==> src/rtl/mux4_rr_arbiter.sv <==
// -----------------------------------------------------------------------------
// mux4_rr_arbiter
//
// Round-robin arbiter that gives four requesters turns on one shared 4:1
// tri-state output mux. The arbiter drives the mux select and the active-low
// enable itself, and it returns a one-hot grant to the winning requester.
// Between two owners it always inserts one cycle with the mux disabled
// (high-Z), so two sources never drive the shared line in the same cycle.
//
// Parameters
//   HOLD_MAX : maximum consecutive cycles one owner may keep the mux
//              (legal range 1 .. 2**CNT_W-1)
//   CNT_W    : width of the hold counter
//
// Ports
//   clk    in   1  system clock, rising edge
//   reset  in   1  asynchronous active-high reset
//   req    in   4  request lines, req[i] = requester i wants the mux
//   gnt    out  4  one-hot grant (0 when the mux is idle or turning around)
//   sel    out  2  mux select: index of the current or most recent owner
//   en_n   out  1  mux enable, active low (1 = mux output high-Z)
//   busy   out  1  high while a grant is active
//
// Every output comes straight from a flop, so there is no combinational
// path from req to any output.
// -----------------------------------------------------------------------------
module mux4_rr_arbiter #(
    parameter int HOLD_MAX = 8,
    parameter int CNT_W    = 4
) (
    input  logic       clk,
    input  logic       reset,
    input  logic [3:0] req,
    output logic [3:0] gnt,
    output logic [1:0] sel,
    output logic       en_n,
    output logic       busy
);

    typedef enum logic [1:0] {
        IDLE  = 2'd0,
        GRANT = 2'd1,
        TURN  = 2'd2
    } state_t;

    state_t           state_reg;
    logic [3:0]       gnt_reg;
    logic [1:0]       sel_reg;
    logic             en_n_reg;
    logic             busy_reg;
    logic [CNT_W-1:0] hold_cnt_reg;
    logic [1:0]       last_reg;

    // Candidate k (0..3) sits k+1 positions after the last owner. The last
    // owner is therefore checked last and has the lowest priority.
    logic [1:0] cand_idx [4];
    logic [3:0] cand_req;

    genvar gi;
    generate
        for (gi = 0; gi < 4; gi++) begin : g_cand
            assign cand_idx[gi] = last_reg + 2'(gi + 1);
            assign cand_req[gi] = req[cand_idx[gi]];
        end
    endgenerate

    // Pick the lowest-numbered candidate whose request is set. The loop
    // scans from the highest to the lowest candidate, so the nearest one
    // overwrites the others.
    logic       win_found;
    logic [1:0] win_idx;

    always_comb begin
        win_found = 1'b0;
        win_idx   = last_reg;
        for (int k = 3; k >= 0; k--) begin
            if (cand_req[k]) begin
                win_found = 1'b1;
                win_idx   = cand_idx[k];
            end
        end
    end

    logic [3:0] win_onehot;
    generate
        for (gi = 0; gi < 4; gi++) begin : g_onehot
            assign win_onehot[gi] = (win_idx == 2'(gi));
        end
    endgenerate

    // While in GRANT, sel_reg holds the index of the current owner.
    logic owner_req;
    logic hold_done;
    assign owner_req = req[sel_reg];
    assign hold_done = (hold_cnt_reg == CNT_W'(HOLD_MAX));

    always_ff @(posedge clk or posedge reset) begin
        if (reset) begin
            state_reg    <= IDLE;
            gnt_reg      <= 4'b0000;
            sel_reg      <= 2'b00;
            en_n_reg     <= 1'b1;
            busy_reg     <= 1'b0;
            hold_cnt_reg <= '0;
            last_reg     <= 2'd3;   // requester 0 is searched first after reset
        end else begin
            case (state_reg)
                IDLE, TURN: begin
                    if (win_found) begin
                        state_reg    <= GRANT;
                        gnt_reg      <= win_onehot;
                        sel_reg      <= win_idx;
                        en_n_reg     <= 1'b0;
                        busy_reg     <= 1'b1;
                        hold_cnt_reg <= CNT_W'(1);
                    end else begin
                        // Nothing to grant: stay idle. sel keeps the last owner.
                        state_reg    <= IDLE;
                        gnt_reg      <= 4'b0000;
                        en_n_reg     <= 1'b1;
                        busy_reg     <= 1'b0;
                    end
                end
                GRANT: begin
                    // A dropped request and an expired hold count in the
                    // same cycle are one release, not two.
                    if (!owner_req || hold_done) begin
                        state_reg    <= TURN;
                        gnt_reg      <= 4'b0000;
                        en_n_reg     <= 1'b1;
                        busy_reg     <= 1'b0;
                        last_reg     <= sel_reg;
                        hold_cnt_reg <= '0;
                    end else begin
                        hold_cnt_reg <= hold_cnt_reg + CNT_W'(1);
                    end
                end
                default: begin
                    state_reg    <= IDLE;
                    gnt_reg      <= 4'b0000;
                    en_n_reg     <= 1'b1;
                    busy_reg     <= 1'b0;
                    hold_cnt_reg <= '0;
                end
            endcase
        end
    end

    assign gnt  = gnt_reg;
    assign sel  = sel_reg;
    assign en_n = en_n_reg;
    assign busy = busy_reg;

endmodule

==> config.mk <==
export PLATFORM = sky130hd
export DESIGN_NAME = mux4_rr_arbiter
export DESIGN_NICKNAME = d
export VERILOG_FILES = /design/src/rtl/mux4_rr_arbiter.sv
export SDC_FILE = /design/constraint.sdc
export NUM_CORES = 1
export LEC_CHECK = 0
export ABC_CLOCK_PERIOD_IN_PS = 1900
export BUFFER_PORTS_ARGS = -buffer_cell sky130_fd_sc_hd__buf_2
export CORE_ASPECT_RATIO = 1.75
export CORE_UTILIZATION = 25
export DETAILED_ROUTE_END_ITERATION = 8
export GPL_TIMING_DRIVEN = 1
export SLEW_MARGIN = 10
export SYNTH_ARGS = -nofsm -noshare
export SYNTH_HDL_FRONTEND = slang
export SYNTH_SLANG_ARGS = --single-unit
==> constraint.sdc <==
create_clock -name clk -period 1.9 [get_ports clk]
set_clock_uncertainty 0.05 [all_clocks]
set_input_delay 0.57 -clock clk [delete_from_list [all_inputs] [get_ports clk]]
set_output_delay 0.57 -clock clk [all_outputs]
set_load 0.02 [all_outputs]
# Yosys cells after proc, flatten, opt, wreduce, memory -nomap -nowiden

Cells that the tools add are included.

Equality and inequality tests: 8
$lt $le $gt $ge: 5
Reductions and logical operators: 7
Muxes and demuxes: 32
Add/subtract/negate cells: 4

Operators by type and width:

| kind                | number |
|---|---|
| $mux 4              | 4 |
| $pmux 4 s2          | 2 |
| $lt 2x3->1 const B  | 5 |
| $mux 1              | 14 |
| $bmux 1 s2          | 5 |
| $mux 2              | 4 |
| $eq 2x2->1 const B  | 3 |
| $add 2x2->2 const B | 2 |
| $add 4x1->4 const B | 1 |
| $eq 2x1->1 const B  | 2 |
| $eq 4x4->1 const B  | 1 |
| $logic_not 2->1     | 2 |
| $ne 2x2->1 const B  | 2 |
| $pmux 1 s2          | 2 |
| $pmux 2 s2          | 1 |
| $reduce_and 2->1    | 2 |
| $add 2x1->2 const B | 1 |
| $reduce_or 2->1     | 1 |
| $logic_not 1->1     | 1 |
| $logic_or 1x1->1    | 1 |

Output and inout port bits: 8
Register bits: 16
Logic and storage cells: 63
Bits of input ports: 6

# Longest topological paths before layout

Depth after elaboration: 9
Gate-level depth with buffers: 7
Mapped depth without buffers: 6

# Worst setup path after synthesis

OpenSTA, ideal clock, no wires.

Path kind: input to register
Start: input req[3]
End: register state_reg[0]
Setup time: 0.124 ns
Data required time: 1.726 ns
Buffers on the path: 1
Path slack: 0.195 ns
Data arrival time: 1.530 ns
Stages: 4
Cell sequence: mux4_2 and3_4 buf_6 or2_1

Longest elaborated chain between the ends: 8
Elaborated cells between the ends (all ways): 19
Classes of those cells: eq/ne (1); mux (16); reduce/logical (2)

Ends and longest elaborated chain:

| item                         | line | RTL |
|---|---|---|
| start: declaration           | 33   | `input logic [3:0] req,` |
| $bmux 1 s2                   | 63   | `assign cand_req[gi] = req[cand_idx[gi]];` |
| $mux 1 (not written as such) | 63   |  |
| $mux 1 (4 in series)         | 77   | `if (cand_req[k]) begin` |
| $mux 1                       | 109  | `if (win_found) begin` |
| $pmux 2 s2                   | 107  | `case (state_reg)` |
| end signal: assignment       | 110  | `state_reg <= GRANT;` |
| end signal: assignment       | 118  | `state_reg <= IDLE;` |
| end signal: assignment       | 128  | `state_reg <= TURN;` |
| end: declaration             | 46   | `state_t state_reg;` |

Several ways; a longest one is shown, not always the timed one. The select of a mux whose other input is x is not followed.
A chain may end at the register's enable or synchronous reset.

# Worst setup path after layout

Start: register sel_reg[1] (netlist: sel[1])
End: register hold_cnt_reg[3]

Longest elaborated chain between the ends: 6

Ends and longest elaborated chain:

| item                         | line | RTL |
|---|---|---|
| start: declaration           | 48   | `logic [1:0] sel_reg;` |
| start signal: assignment     | 112  | `sel_reg <= win_idx;` |
| $bmux 1 s2                   | 94   | `assign owner_req = req[sel_reg];` |
| $mux 1 (not written as such) | 94   |  |
| $logic_not 1->1              | 127  | `if (!owner_req \|\| hold_done) begin` |
| $logic_or 1x1->1             | 127  |  |
| $mux 4                       | 127  |  |
| $pmux 4 s2                   | 107  |  |
| end signal: assignment       | 135  | `hold_cnt_reg <= hold_cnt_reg + CNT_W'(1);` |
| end: declaration             | 51   | `logic [CNT_W-1:0] hold_cnt_reg;` |

Every way passes these cells. The select of a mux whose other input is x is not followed.

==> flow_summary.toml <==
[run_status]
status = "complete, no violations"

[cts]
cts_max_level = 1
cts_hold_buffers = 0
ctsResizeCount = 0
clock_path_buffers = 2
cts_tree = "built"
cts_sinks = 16
cts_setup_buffers = 0
root_buffer = "clkbuf_8"
cts_buffers = 3
clk_latency_ps = 250
clk_pin_slew_worst_paths_ps = 60

[power_and_ir_drop]
peakVddDrop_mv = 0.7709
finalPower_mw = 1.637
p_sw_uw = 623.8
power_density_mw_per_mm2 = 1635
swShare_pct = 38.11
pwr-share-comb_pct = 42.0
internal_power_mw = 1.013
seqPwrFrac_pct = 39.8
p_leak_nw = 0.4752
power_frac_clock_pct = 18.2

[yosys]
yosysSeqAreaShare_pct = 51.03
ys_ff_latch = 16
muxShareOfSynthArea_pct = 6.951
ys_warn_count = 0
ys_types = 28
synth-xor-area-share_pct = 0
yosys.area.top_type = "dfrtp_1"
synth_top_family_by_area = "simple AND/OR/NAND/NOR gates"
netlist_instances = 72
synth_simple_gate_area_share_pct = 20.06
synth.cell_area_um2 = 792.0
syn_nets = 80
syn_area_per_cell_um2 = 11.00
synth-adder-area-share_pct = 3.160
synth_top_area_share_pct = 41.07
synth_compound_area_share_pct = 14.85
ys_top_cells_by_area = "dfrtp_1 (41%), dfstp_2 (10%), a21o_1 (3.8%)"

[die]
die_h_um = 76.46
design.core.area_mm2 = 0.002960
rows = 26
design.die.area_mm2 = 0.003406
num_io_pins = 14
start_util_pct = 26.75
die_x_um = 44.55

[worst_setup_path]
startpoint_type = "flip-flop"
cp_slowest_cell = "mux4_2"
crit_buf_inv = 0
crit_path_end_kind = "flip-flop"
crit_chain = "mux4_2 > and3_4 > a21o_1 > a22o_1"
crit_family = "multiplexers"
crit_fanout = 13
required_ps = 1990
arrival_ps = 1790
cpPeakStageDelay_ps = 550
worstSetupPathType = "reg -> reg"

[timing]
finalCritPeriodShare_pct = 89.07
grt_setup_unrepaired = "no"
finalCriticalPeriod_ps = 1692
setup_ws_ps = 207.8
tns_ps = 0
tightestPinTransition_ps = 621.8
whs_ps = 335.4
setup_violations = 0
hold_viol = 0
slew_headroom_pct = 58.50
drv_slew = 0
max_freq_mhz = 590.9

[place]
pre_cts_ws_ps = 13.08
gp_congestion = 0.7076
port_buffers = 13
hpwl_mm = 1.233

[drt]
wl_met3_um = 61
drt_first_pass_iters = 3
num_vias = 609
vias_per_cell = 4.478
met1_length_um = 631
routed_wl_mm = 1.589
routedWlPerCell_um = 11.68
drt_first_iter_violations = 15
ant_nets = 0
wl_met2_um = 843
drcViolationCount = 0
top_layer_used = "met4"

[global_route]
grt_pass1_wl_mm = 2.773
grt_pass1_vias = 624
antenna_found_initial = 0
gr-total-overflow = 0
grt_usage_pct = 11.18
grt_max_degree = 17

[final_layout]
multi_input_area_um2 = 356.6
diodes = 0
final-seq-area_um2 = 404.1
n_fill_cell = 309
layout_common_cells = "dfrtp_1 (13), buf_2 (13), buf_4 (7)"
area_growth_pct = 26.38
nets = 103
drive_gt1_share_pct = 35.11

[flow_run]
cap_violations = 0

[worst_hold_path]
hp-class = "in -> async"
==> power groups by stage <==
stage	sequential (mW)	combinational (mW)	clock [mW]
after floorplan	0.707	0.431	0
after global placement	0.654	0.669	0
after detailed placement	0.661	0.686	0
after CTS	0.657	0.697	0.304
after global routing	0.681	0.760	0.324
final	0.652	0.687	0.298
==> through the flow <==
| step | std cells | util [%] | area (µm²) |
|---|---|---|---|
| CTS | 136 | 33.81 | 1001 |
| detailed placement | 132 | 31.95 | 945.9 |
| floorplan | 72 | - | 792.0 |
| global route | 136 | 33.81 | 1001 |
| finish | 136 | 33.81 | 1001 |
| global placement | 132 | 31.95 | 945.9 |
==> worst register-to-register path: stages (launching register included) <==
cell and delay, ps:
dfrtp_1 440, mux4_2 550, and3_4 210, a21o_1 160
a22o_1 170
==> metal layers <==
metal / vias up / global-route usage (%)
met2: 13 / 18.24
li1: 299 / -
met1: 291 / 12.57
met3: 6 / 2.133
met4: 0 / 7.273
met5: - / 0
==> cells in the mapped netlist <==
cell type	count
dfrtp_1	13
or2_1	1
nand2b_1	2
a21o_1	4
a21oi_1	4
inv_1	4
nand2_1	5
mux4_2	1
nor2b_1	2
ha_1	2
and3_4	1
o21ai_0	1
a21boi_2	1
nor3_1	3
nor4_2	1
a31oi_1	1
nand3b_1	4
nand3_1	2
mux2_2	2
o41ai_1	1
buf_2	1
nor2_1	6
nor3b_1	1
a32o_1	1
buf_6	1
mux2i_1	1
a22o_1	3
dfstp_2	3
==> final timing paths <==
check                       start  depth (start not counted)  slack [ps]               to
setup / recovery           sel[1]                          4         210  hold_cnt_reg[3]
hold / removal              reset                          2         340           gnt[2]
setup reg to reg           sel[1]                          4         210  hold_cnt_reg[3]
hold reg to reg              en_n                          2         420             en_n
max in group asynchronous   reset                          2        1060  hold_cnt_reg[0]
min in group clk             en_n                          2         420             en_n
==> logic make-up (layout without fill, tap and decap cells) <==
family | after synthesis | in the layout
AO/OA/AOI/OAI | 16 | 16
adder cells (fa/ha/maj) | 2 | 2
buffers and inverters | 6 | 28
flip-flops | 16 | 16
multiplexers | 4 | 4
AND/OR/NAND/NOR | 28 | 28
==> final cells by class <==
cell class              instances  area share, %
flip-flops and latches         16          40.38
well taps                      42          5.250
inverters                       4          1.500
clock buffers                   4          5.500
repair buffers                 20          11.75
multi-input cells              50          35.62
No activity file was read; power rests on OpenSTA's default activity.
